--- config.mk ---
export PLATFORM = sky130hd
export DESIGN_NAME = stage_sequencer
export DESIGN_NICKNAME = d
export VERILOG_FILES = /design/src/rtl/stage_seq_pkg.sv /design/src/rtl/stage_cycle_counter.sv /design/src/rtl/stage_sequencer.sv
export SDC_FILE = /design/constraint.sdc
export NUM_CORES = 1
export LEC_CHECK = 0
export CAP_MARGIN = 10
export CORE_UTILIZATION = 31
export CTS_BUF_LIST = sky130_fd_sc_hd__clkbuf_4
export CTS_CLUSTER_DIAMETER = 50
export DETAILED_ROUTE_END_ITERATION = 10
export PLACE_DENSITY = 0.88
export SLEW_MARGIN = 20
export SYNTH_ARGS = -nofsm -noshare
export SYNTH_HDL_FRONTEND = slang
export SYNTH_SLANG_ARGS = --single-unit
export TNS_END_PERCENT = 50
--- constraint.sdc ---
create_clock -name clock -period 3.75 [get_ports clock]
set_input_delay 0.5625 -clock clock [delete_from_list [all_inputs] [get_ports clock]]
set_output_delay 0.5625 -clock clock [all_outputs]
set_load 0.05 [all_outputs]
--- src/rtl/stage_seq_pkg.sv ---
// rtl/stage_seq_pkg.sv - shared types, defaults and index helper for stage_sequencer
package stage_seq_pkg;

    typedef enum logic [1:0] {
        IDLE = 2'd0,
        RUN  = 2'd1,
        DONE = 2'd2
    } seq_state_e;

    localparam int CNT_W_DEFAULT = 32;
    localparam int MAX_STAGES    = 32;

    // Lowest enabled index in [from, num), or num when none is enabled.
    function automatic int next_en_idx(input logic [MAX_STAGES-1:0] mask,
                                       input int from,
                                       input int num);
        int r;
        r = num;
        for (int i = MAX_STAGES - 1; i >= 0; i--) begin
            if (i >= from && i < num && mask[i]) begin
                r = i;
            end
        end
        return r;
    endfunction

endpackage

--- src/rtl/stage_cycle_counter.sv ---
// rtl/stage_cycle_counter.sv - saturating cycle counter with clear and enable
module stage_cycle_counter #(
    parameter int W = 32
) (
    input  logic         clock,
    input  logic         reset,
    input  logic         clr,
    input  logic         en,
    output logic [W-1:0] count
);

    logic [W-1:0] count_q;
    logic [W-1:0] count_d;

    always_comb begin
        count_d = count_q;
        if (clr) begin
            count_d = '0;
        end else if (en && (count_q != '1)) begin
            count_d = count_q + 1'b1;
        end
    end

    always_ff @(posedge clock) begin
        if (reset) begin
            count_q <= '0;
        end else begin
            count_q <= count_d;
        end
    end

    assign count = count_q;

endmodule

--- src/rtl/stage_sequencer.sv ---
// rtl/stage_sequencer.sv - in-order child stage sequencer with ap_ctrl_chain host side
// Optional profiling counters under `STAGE_PROFILE_EN.
module stage_sequencer
    import stage_seq_pkg::*;
#(
    parameter int NUM_STAGES = 3,
    parameter int CNT_W      = CNT_W_DEFAULT
) (
    input  logic                              clock,
    input  logic                              reset,
    input  logic                              ap_start,
    input  logic [NUM_STAGES-1:0]             stage_en,
    input  logic                              ap_continue,
    output logic                              ap_ready,
    output logic                              ap_done,
    output logic                              ap_idle,
    output logic [NUM_STAGES-1:0]             stage_start,
    input  logic [NUM_STAGES-1:0]             stage_ready,
    input  logic [NUM_STAGES-1:0]             stage_done,
    output logic [$clog2(NUM_STAGES):0]       cur_stage,
    output logic [NUM_STAGES*CNT_W-1:0]       stage_cycles,
    output logic [CNT_W-1:0]                  total_cycles
);

    localparam int IDX_W = $clog2(NUM_STAGES) + 1;

    seq_state_e             state_q, state_d;
    logic [IDX_W-1:0]       idx_q, idx_d;
    logic [NUM_STAGES-1:0]  en_q, en_d;
    logic                   accepted_q, accepted_d;
    logic [NUM_STAGES-1:0]  stage_start_q, stage_start_d;
    logic                   ap_done_q, ap_done_d;
    logic                   ap_idle_q, ap_idle_d;
    logic [IDX_W-1:0]       cur_stage_q, cur_stage_d;
    logic                   accept;
    logic [NUM_STAGES-1:0]  sel;
    int                     nxt;

    always_comb begin
        state_d    = state_q;
        idx_d      = idx_q;
        en_d       = en_q;
        accepted_d = accepted_q;
        accept     = 1'b0;
        nxt        = NUM_STAGES;
        sel        = NUM_STAGES'(1) << idx_q;
        case (state_q)
            IDLE: begin
                if (ap_start) begin
                    accept     = 1'b1;
                    en_d       = stage_en;
                    accepted_d = 1'b0;
                    nxt        = next_en_idx(MAX_STAGES'(stage_en), 0, NUM_STAGES);
                    idx_d      = IDX_W'(nxt);
                    state_d    = (nxt == NUM_STAGES) ? DONE : RUN;
                end
            end
            RUN: begin
                if (|(stage_ready & sel)) begin
                    accepted_d = 1'b1;
                end
                // Done implies ready, so completion does not wait for accepted.
                if (|(stage_done & sel)) begin
                    nxt        = next_en_idx(MAX_STAGES'(en_q), int'(idx_q) + 1, NUM_STAGES);
                    idx_d      = IDX_W'(nxt);
                    accepted_d = 1'b0;
                    if (nxt == NUM_STAGES) begin
                        state_d = DONE;
                    end
                end
            end
            DONE: begin
                if (ap_continue) begin
                    state_d = IDLE;
                end
            end
            default: state_d = IDLE;
        endcase

        stage_start_d = (state_d == RUN && !accepted_d) ? (NUM_STAGES'(1) << idx_d) : '0;
        ap_done_d     = (state_d == DONE);
        ap_idle_d     = (state_d == IDLE);
        cur_stage_d   = (state_d == RUN) ? idx_d : IDX_W'(NUM_STAGES);
    end

    always_ff @(posedge clock) begin
        if (reset) begin
            state_q       <= IDLE;
            idx_q         <= IDX_W'(NUM_STAGES);
            en_q          <= '0;
            accepted_q    <= 1'b0;
            stage_start_q <= '0;
            ap_done_q     <= 1'b0;
            ap_idle_q     <= 1'b1;
            cur_stage_q   <= IDX_W'(NUM_STAGES);
        end else begin
            state_q       <= state_d;
            idx_q         <= idx_d;
            en_q          <= en_d;
            accepted_q    <= accepted_d;
            stage_start_q <= stage_start_d;
            ap_done_q     <= ap_done_d;
            ap_idle_q     <= ap_idle_d;
            cur_stage_q   <= cur_stage_d;
        end
    end

    assign ap_ready    = accept;
    assign ap_done     = ap_done_q;
    assign ap_idle     = ap_idle_q;
    assign stage_start = stage_start_q;
    assign cur_stage   = cur_stage_q;

`ifdef STAGE_PROFILE_EN
    logic [NUM_STAGES:0] cnt_en;
    logic [CNT_W-1:0]    cnt [NUM_STAGES+1];

    always_comb begin
        for (int i = 0; i < NUM_STAGES; i++) begin
            cnt_en[i] = (state_q == RUN) && (idx_q == IDX_W'(i));
        end
        cnt_en[NUM_STAGES] = (state_q == RUN);
    end

    for (genvar g = 0; g <= NUM_STAGES; g++) begin : g_cnt
        stage_cycle_counter #(.W(CNT_W)) u_cnt (
            .clock (clock),
            .reset (reset),
            .clr   (accept),
            .en    (cnt_en[g]),
            .count (cnt[g])
        );
    end

    for (genvar g = 0; g < NUM_STAGES; g++) begin : g_out
        assign stage_cycles[g*CNT_W +: CNT_W] = cnt[g];
    end
    assign total_cycles = cnt[NUM_STAGES];
`else
    assign stage_cycles = '0;
    assign total_cycles = '0;
`endif

endmodule
Yosys cells after proc, flatten, opt, wreduce, memory -nomap -nowiden
Index checks and enable logic that the tools add are counted.
{"block": "word_totals", "register_bits": 17, "word_cells": 61, "input_bits": 13}
{"block": "op_classes", "eq_ne": 6, "order_cmp": 3, "muxes": 25, "n_reduce_logical": 12, "n_addsub": 1, "shifts": 2, "bitwise": 4}
{"cell": "$mux 32", "count": 8}
{"cell": "$eq 32x3->1 const B", "count": 2}
{"cell": "$mux 2", "count": 5}
{"cell": "$ge 1x4->1 const A", "count": 2}
{"cell": "$mux 1", "count": 7}
{"cell": "$and 3x3->3", "count": 2}
{"cell": "$mux 3", "count": 2}
{"cell": "$pmux 2 s3", "count": 1}
{"cell": "$pmux 3 s2", "count": 1}
{"cell": "$reduce_or 3->1", "count": 2}
{"cell": "$shl 1x3->3 const A", "count": 2}
{"cell": "$add 3x1->4 const B", "count": 1}
{"cell": "$eq 2x1->1 const B", "count": 2}
{"cell": "$eq 2x2->1 const B", "count": 2}
{"cell": "$ge 2x4->1 const A", "count": 1}
{"cell": "$logic_and 1x1->1", "count": 4}
{"cell": "$logic_not 2->1", "count": 2}
{"cell": "$reduce_or 2->1", "count": 2}
{"cell": "$not 1->1", "count": 2}
{"cell": "$pmux 1 s2", "count": 1}
{"cell": "$reduce_and 2->1", "count": 1}
{"cell": "$logic_not 1->1", "count": 1}

Logic depth before layout (Yosys ltp)
Gate-level depths: netlist of run 1.
{"block": "depth", "ltp_word": 16, "depth_mapped": 8, "ltp_nobuf": 7}

Worst setup path after synthesis of run 1
Ideal clock, no wire load.
{"block": "synth_timing", "path_kind": "reg-to-reg", "startpoint": "register idx_q[0]", "endpoint": "register stage_start_q[2], in the netlist stage_start[2]", "path_slack_ps": 1725, "arrival_ps": 1965, "n_path_buf": 0, "synth_period_minus_slack_ps": 2025, "setup_time_ps": 60, "stages_incl_launch_ff": 8, "cell_sequence": "dfxtp_1 -> inv_1 -> ha_1 -> a222oi_1 -> nor2_2 -> mux2_4 -> o221ai_4 -> and3_1"}
{"block": "synth_between", "elab_chain_len": 16}
{"item": "start, declared", "line_no": "stage_sequencer.sv:28", "text": "logic [IDX_W-1:0] idx_q, idx_d;"}
{"item": "start signal, assigned", "line_no": "stage_sequencer.sv:89", "text": "idx_q <= IDX_W'(NUM_STAGES);"}
{"item": "start signal, assigned", "line_no": "stage_sequencer.sv:98", "text": "idx_q <= idx_d;"}
{"item": "$add 3x1->4", "line_no": "stage_sequencer.sv:64", "text": "nxt = next_en_idx(MAX_STAGES'(en_q), int'(idx_q) + 1, NUM_STAGES);"}
{"item": "$ge 2x4->1", "line_no": "stage_seq_pkg.sv:20", "text": "if (i >= from && i < num && mask[i]) begin"}
{"item": "$logic_and 1x1->1", "line_no": "stage_seq_pkg.sv:20"}
{"item": "$mux 1", "line_no": "stage_seq_pkg.sv:20"}
{"item": "$mux 32 (2 in series)", "line_no": "stage_seq_pkg.sv:20"}
{"item": "$mux 32", "line_no": "stage_sequencer.sv:63", "text": "if (|(stage_done & sel)) begin"}
{"item": "$mux 32", "line_no": "stage_sequencer.sv:47", "text": "case (state_q)"}
{"item": "$eq 32x3->1", "line_no": "stage_sequencer.sv:67", "text": "if (nxt == NUM_STAGES) begin"}
{"item": "$mux 2", "line_no": "stage_sequencer.sv:67"}
{"item": "$mux 2", "line_no": "stage_sequencer.sv:63"}
{"item": "$pmux 2 s3", "line_no": "stage_sequencer.sv:47"}
{"item": "$eq 2x1->1", "line_no": "stage_sequencer.sv:80", "text": "stage_start_d = (state_d == RUN && !accepted_d) ? (NUM_STAGES'(1) << idx_d) : '0;"}
{"item": "$logic_and 1x1->1", "line_no": "stage_sequencer.sv:80"}
{"item": "$not 1->1 (no source line)"}
{"item": "$reduce_or 2->1 (no source line)"}
{"item": "end signal, assigned", "line_no": "stage_sequencer.sv:101", "text": "stage_start_q <= stage_start_d;"}
{"item": "end, declared", "line_no": "stage_sequencer.sv:31", "text": "logic [NUM_STAGES-1:0] stage_start_q, stage_start_d;"}
Several ways; a longest one is shown, not always the timed one. The select of a mux whose other input is x is not followed.
A chain may end at the register's enable or synchronous reset.

Final worst setup path of run 1
{"block": "layout_timing", "startpoint": "input port ap_start", "endpoint": "output port ap_ready"}
{"block": "layout_between", "elab_chain_len": 2}
{"item": "start, declared", "line_no": "stage_sequencer.sv:11", "text": "input logic ap_start,"}
{"item": "$mux 1", "line_no": "stage_sequencer.sv:49", "text": "if (ap_start) begin"}
{"item": "$mux 1", "line_no": "stage_sequencer.sv:47"}
{"item": "end, declared", "line_no": "stage_sequencer.sv:14", "text": "output logic ap_ready,"}
No other way between the ends.

==> results of run 1 <==
cells in the final DEF, fill, tap and decap left out, types with 3 or more instances in the layout:
cell,instances
nor2_1,5
clkdlybuf4s50_1,21
ha_1,4
a21oi_1,4
inv_1,5
nand2b_1,4
conb_1,128
dfxtp_1,16
clkbuf_4,3
nor3_1,4
nand2_1,8
power by group:
group          total (mW)  internal (mW)  switching (mW)
Clock              0.0950         0.0388          0.0561
Combinational       0.416         0.0574           0.358
Sequential          0.196          0.184          0.0118
cells by family (layout without fill, tap and decap cells):
| family | count (synthesis) | after routing | synth area share (%) |
|---|---|---|---|
| adder cells (fa/ha/maj) | 4 | 4 | 2.874 |
| other | 1 | 128 | 0.2153 |
| AO/OA/AOI/OAI | 21 | 21 | 10.70 |
| flip-flops | 16 | 16 | 18.39 |
| buffers and inverters | 135 | 30 | 56.75 |
| AND/OR/NAND/NOR | 33 | 33 | 10.20 |
| multiplexers | 1 | 1 | 0.8618 |
layer usage:
layer / vias up / track usage [%]
met5: - / 0
met4: 0 / 3.462
met3: 3 / 1.429
met2: 76 / 11.88
met1: 450 / 6.872
li1: 467 / -
per-stage QoR:
stage	total power [mW]	utilization [%]
final	0.7064	29.84
after global routing	0.7347	29.84
after CTS	0.7050	29.84
after detailed placement	0.6117	29.34
after global placement	0.6078	29.34
after floorplan	0.6723	-
worst min-delay path, delay by kind of cell, from the launching register on:
family,cells,cell delay (ns)
flip-flops,1,0.33
AND/OR/NAND/NOR,1,0.05
AO/OA/AOI/OAI,1,0.05
worst max path at each step:
stage / start / depth (start not counted) / end
CTS: ap_start / 4 / ap_ready
floorplan: idx_q[0]$_SDFF_PP1_ / 7 / stage_start[2]$_SDFF_PP0_
global route: ap_start / 4 / ap_ready
detailed placement: ap_start / 4 / ap_ready
global placement: ap_start / 4 / ap_ready
finish: ap_start / 4 / ap_ready
flip-flops by register name, summed over array words and instances, names as in the netlist:
signal,count
cur_stage,3
state_q,2
stage_start,3
idx_q,3
ap_done,1
ap_idle,1
accepted_q,1
en_q,2
final cells by class:
class                   count  area (sq um)
repair buffers             21         210.2
well taps                  70         87.58
flip-flops and latches     16         320.3
clock inverters             1         3.754
fillers                   564          3697
clock buffers               3         22.52
multi-input cells         187         909.6
inverters                   5         18.77
==> results_dict.tcl, run 1 <==
set metrics [dict create \
    antenna_found_initial 0 \
    dr.pass1.iters 4 \
    holdPathStages 2 \
    synth-async-reset-ratio_pct 0 \
    synthTopCellsByArea "buf_4 (55%), dfxtp_1 (18%), ha_1 (2.9%)" \
    fp.coreArea_sq_mm 0.005270 \
    synth_top_area_cell "buf_4" \
    die_h_um 76.96 \
    crit_chain "clkdlybuf4s50_1 -> nand2_2 -> inv_1 -> clkdlybuf4s50_1" \
    synth_ff_type "dfxtp_1" \
    dp.cells 299 \
    ys_ff_latch 16 \
    num_rows 26 \
    overflow 0 \
    synth_top_area_share_pct 55.17 \
    cp.arrival_ns 2.26 \
    fin_crit_ns 2.823 \
    drt_iter0_drc 56 \
    grt_start_max_net_pins 10 \
    cp-start-kind "primary input" \
    ys_types 36 \
    hold_end "en_q[1]$_SDFFE_PP0P_" \
    min_from "en_q[1]$_SDFFE_PP0P_" \
    hpwl_um 1940 \
    clk_pin_slew_ns 0.09 \
    hold_viol 0 \
    synth_area_sq_mm 0.001742 \
    slew_violations 0 \
    reg2reg_depth 7 \
    cts_tree "built" \
    diodes 0 \
    cpLargestDelayFamily "buffers and inverters" \
    clock-root-buffer "clkbuf_4" \
    cts-htree-levels 1 \
    skew_ns 0.001597 \
    drv_cap 0 \
    ctsHoldBuffers 0 \
    syn_to_final_growth_pct -9.698 \
    yosysWarnings 0 \
    finalWorstSetupSlack_ns 0.9272 \
    place_congestion 0.8069 \
    ioPinCount 150 \
    nets 251 \
    highest_layer "met4" \
    port_buffers 21 \
    vias_per_cell 3.287 \
    cts_resized 0 \
    syn_inst 211 \
    p_leak_nw 0.8240 \
    crit_required_ns 3.19 \
    cts.sinks 16 \
    setup_viol 0 \
    grt_pass1_wl_um 3001 \
    yosysSeqAreaShare_pct 18.39 \
    route.vias.total 996 \
    start_util_pct 33.05 \
    rsz0062_at_grt "false" \
    min_path_type "reg2reg" \
    outcome "complete, no violations" \
    fin_cells 303 \
    place_area_sq_mm 0.001546 \
    worst-path-buf-inv 3 \
    grt_pass1_vias 680 \
    slowest_delay_ns 0.82 \
    insertion_delay_ns 0.29 \
    endpoint_kind "primary output" \
    powerDensity_mw_per_mm2 449.1 \
    drive_gt1_share_pct 4.721 \
    cp_common_cell "clkdlybuf4s50_1" \
    cp_slowest_cell "clkdlybuf4s50_1" \
    dr_wl_met3_um 259 \
    yosysMostFrequentCell "buf_4" \
    die-area_sq_mm 0.005922 \
    peakVddDrop_v 0.0001449 \
    worst-setup-path-type "in2out" \
    fin_tns_setup_ns 0 \
    holdWs_ns 0.4767 \
    wl_met2_um 1241 \
    drt-total-wl_um 2283 \
    slew_headroom_pct 49.80 \
    synth-edff-count 0 \
    wirelength_met1_um 750 \
    r2r_end "stage_start[2]$_SDFF_PP0_" \
    cp_max_fo 8 \
    synth_commonest_cells "buf_4 (128), dfxtp_1 (16), nand2_1 (8)" \
    wl_per_cell_um 7.535 \
    fmax_mhz 354.3 \
    die_w_um 76.96 \
    r2r_start "idx_q[0]$_SDFF_PP1_" \
    drc 0 \
    cts_setup_buffers 0 \
    reg2reg_slack_ns 1.34 \
    pre_cts_slack_ns 0.9150 \
    worst_pin_slew_ns 0.7531 \
    clk_path_buf_depth 2 \
    grt_usage_pct 6.496 \
    ant_nets 0 \
    fin_crit_sh_pct 75.27 \
    final_cell_area_sq_mm 0.001573 \
    syn_area_per_cell_sq_um 8.254 \
    numCtsBuffers 3 \
]
Note: power is estimated with default switching activity, not from simulation.
==> run 2: changes to the inputs <==
==> constraint.sdc (replaced) <==
create_clock -name clock -period 2.8 [get_ports clock]
set_input_delay 0.42 -clock clock [delete_from_list [all_inputs] [get_ports clock]]
set_output_delay 0.42 -clock clock [all_outputs]
set_load 0.05 [all_outputs]
==> results_dict.tcl, run 2 (synthesized netlist as in run 1, its figures left out) <==
set metrics [dict create \
    powerDensity_mw_per_mm2 602.4 \
    cts.sinks 16 \
    drc 0 \
    worstSetupEndpoint "stage_start[2]$_SDFF_PP0_" \
    grt_pass1_wl_um 3332 \
    die_h_um 76.96 \
    wirelength_met1_um 782 \
    outcome "complete, no violations" \
    drt-total-wl_um 2375 \
    endpoint_kind "flip-flop" \
    start_util_pct 33.05 \
    clk_path_buf_depth 2 \
    highest_layer "met4" \
    fmax_mhz 428.6 \
    grt_pass1_vias 753 \
    grt_usage_pct 6.967 \
    num_rows 26 \
    place_congestion 0.9332 \
    r2r_end "stage_start[2]$_SDFF_PP0_" \
    route.vias.total 1017 \
    holdPathStages 2 \
    worst-setup-path-type "reg2reg" \
    syn_to_final_growth_pct -9.842 \
    r2r_start "idx_q[0]$_SDFF_PP1_" \
    min_path_type "reg2reg" \
    fin_crit_sh_pct 83.33 \
    drt_iter0_drc 24 \
    drive_gt1_share_pct 5.150 \
    numCtsBuffers 3 \
    antenna_found_initial 0 \
    reg2reg_slack_ns 0.47 \
    place_area_sq_mm 0.001544 \
    final_common_cell "conb_1" \
    insertion_delay_ns 0.30 \
    reg2reg_depth 7 \
    nets 251 \
    die_w_um 76.96 \
    cts-htree-levels 1 \
    clk_pin_slew_ns 0.09 \
    ctsHoldBuffers 0 \
    final_cell_mix "conb_1 (128), clkdlybuf4s50_1 (20), dfxtp_1 (16)" \
    diodes 0 \
    cp-start-kind "flip-flop" \
    rsz0062_at_grt "false" \
    slew_violations 0 \
    fin_crit_ns 2.333 \
    die-area_sq_mm 0.005922 \
    skew_ns 0.008593 \
    min_from "en_q[2]$_SDFFE_PP0P_" \
    overflow 0 \
    port_buffers 21 \
    cp_max_fo 5 \
    fin_tns_setup_ns 0 \
    clock-root-buffer "clkbuf_4" \
    hpwl_um 1978 \
    crit_required_ns 3.04 \
    worst_pin_slew_ns 0.7132 \
    cp.arrival_ns 2.57 \
    cts_resized 0 \
    drv_cap 0 \
    ant_nets 0 \
    dr.pass1.iters 4 \
    ioPinCount 150 \
    wl_per_cell_um 7.838 \
    vias_per_cell 3.356 \
    hold_viol 0 \
    startpoint "idx_q[0]$_SDFF_PP1_" \
    dr_wl_met3_um 234 \
    setup_viol 0 \
    cts_tree "built" \
    p_leak_nw 0.8252 \
    slew_headroom_pct 52.45 \
    grt_start_max_net_pins 10 \
    holdWs_ns 0.4686 \
    peakVddDrop_v 0.0002054 \
    cts_setup_buffers 0 \
    fp.coreArea_sq_mm 0.005270 \
    final_cell_area_sq_mm 0.001570 \
    wl_met2_um 1317 \
]
==> run 2: cell types whose count changed in the layout (fill, tap and decap cells not counted), sizes merged <==
cell	change
buf	+1
clkdlybuf4s50	-1
==> run 2: layout make-up <==
type                       instances  area (sq um)
inverter                           5         18.77
multi-input combinational        187         909.6
timing repair buffer              21         207.7
fill                             576          3700
clock buffer                       3         22.52
clock inverter                     1         3.754
sequential                        16         320.3
tap                               70         87.58
==> run 2: how the worst min path moves through the flow <==
stage               slack, ns                   end
floorplan                0.44  en_q[2]$_SDFFE_PP0P_
global placement         0.45  en_q[2]$_SDFFE_PP0P_
detailed placement       0.46  en_q[2]$_SDFFE_PP0P_
CTS                      0.48  en_q[2]$_SDFFE_PP0P_
global route             0.51  en_q[1]$_SDFFE_PP0P_
finish                   0.47  en_q[2]$_SDFFE_PP0P_
==> run 2: report_power, final <==
group          total [mW]  switching [mW]  internal, mW
clock               0.126          0.0745        0.0520
sequential          0.262          0.0155         0.246
combinational       0.558           0.481        0.0767
==> run 2: routing by layer <==
metal | global-route usage [%] | up-vias
met4 | 3.462 | 0
met3 | 1.190 | 5
met2 | 13.57 | 78
met1 | 7.000 | 467
li1 | - | 467
met5 | 0 | -
==> run 2: critical path, stage by stage (launching register included) <==
cell and delay, ns:
dfxtp_1 0.40, inv_1 0.10, ha_1 0.24, a222oi_1 0.66, nor2_2 0.14, mux2_4 0.35, o221ai_4 0.20, and3_1 0.18
==> run 2: metrics by stage <==
| step | worst slack (ns) | utilization, % | instances | power, mW |
|---|---|---|---|---|
| 2_1_floorplan | 0.7748 | - | 338 | 0.9004 |
| 3_3_place_gp | 0.4786 | 29.30 | 299 | 0.8128 |
| 3_5_place_dp | 0.3948 | 29.30 | 299 | 0.8205 |
| 4_1_cts | 0.4416 | 29.80 | 303 | 0.9451 |
| 5_1_grt | 0.2336 | 29.80 | 303 | 0.9848 |
| 6_report | 0.4667 | 29.80 | 303 | 0.9459 |
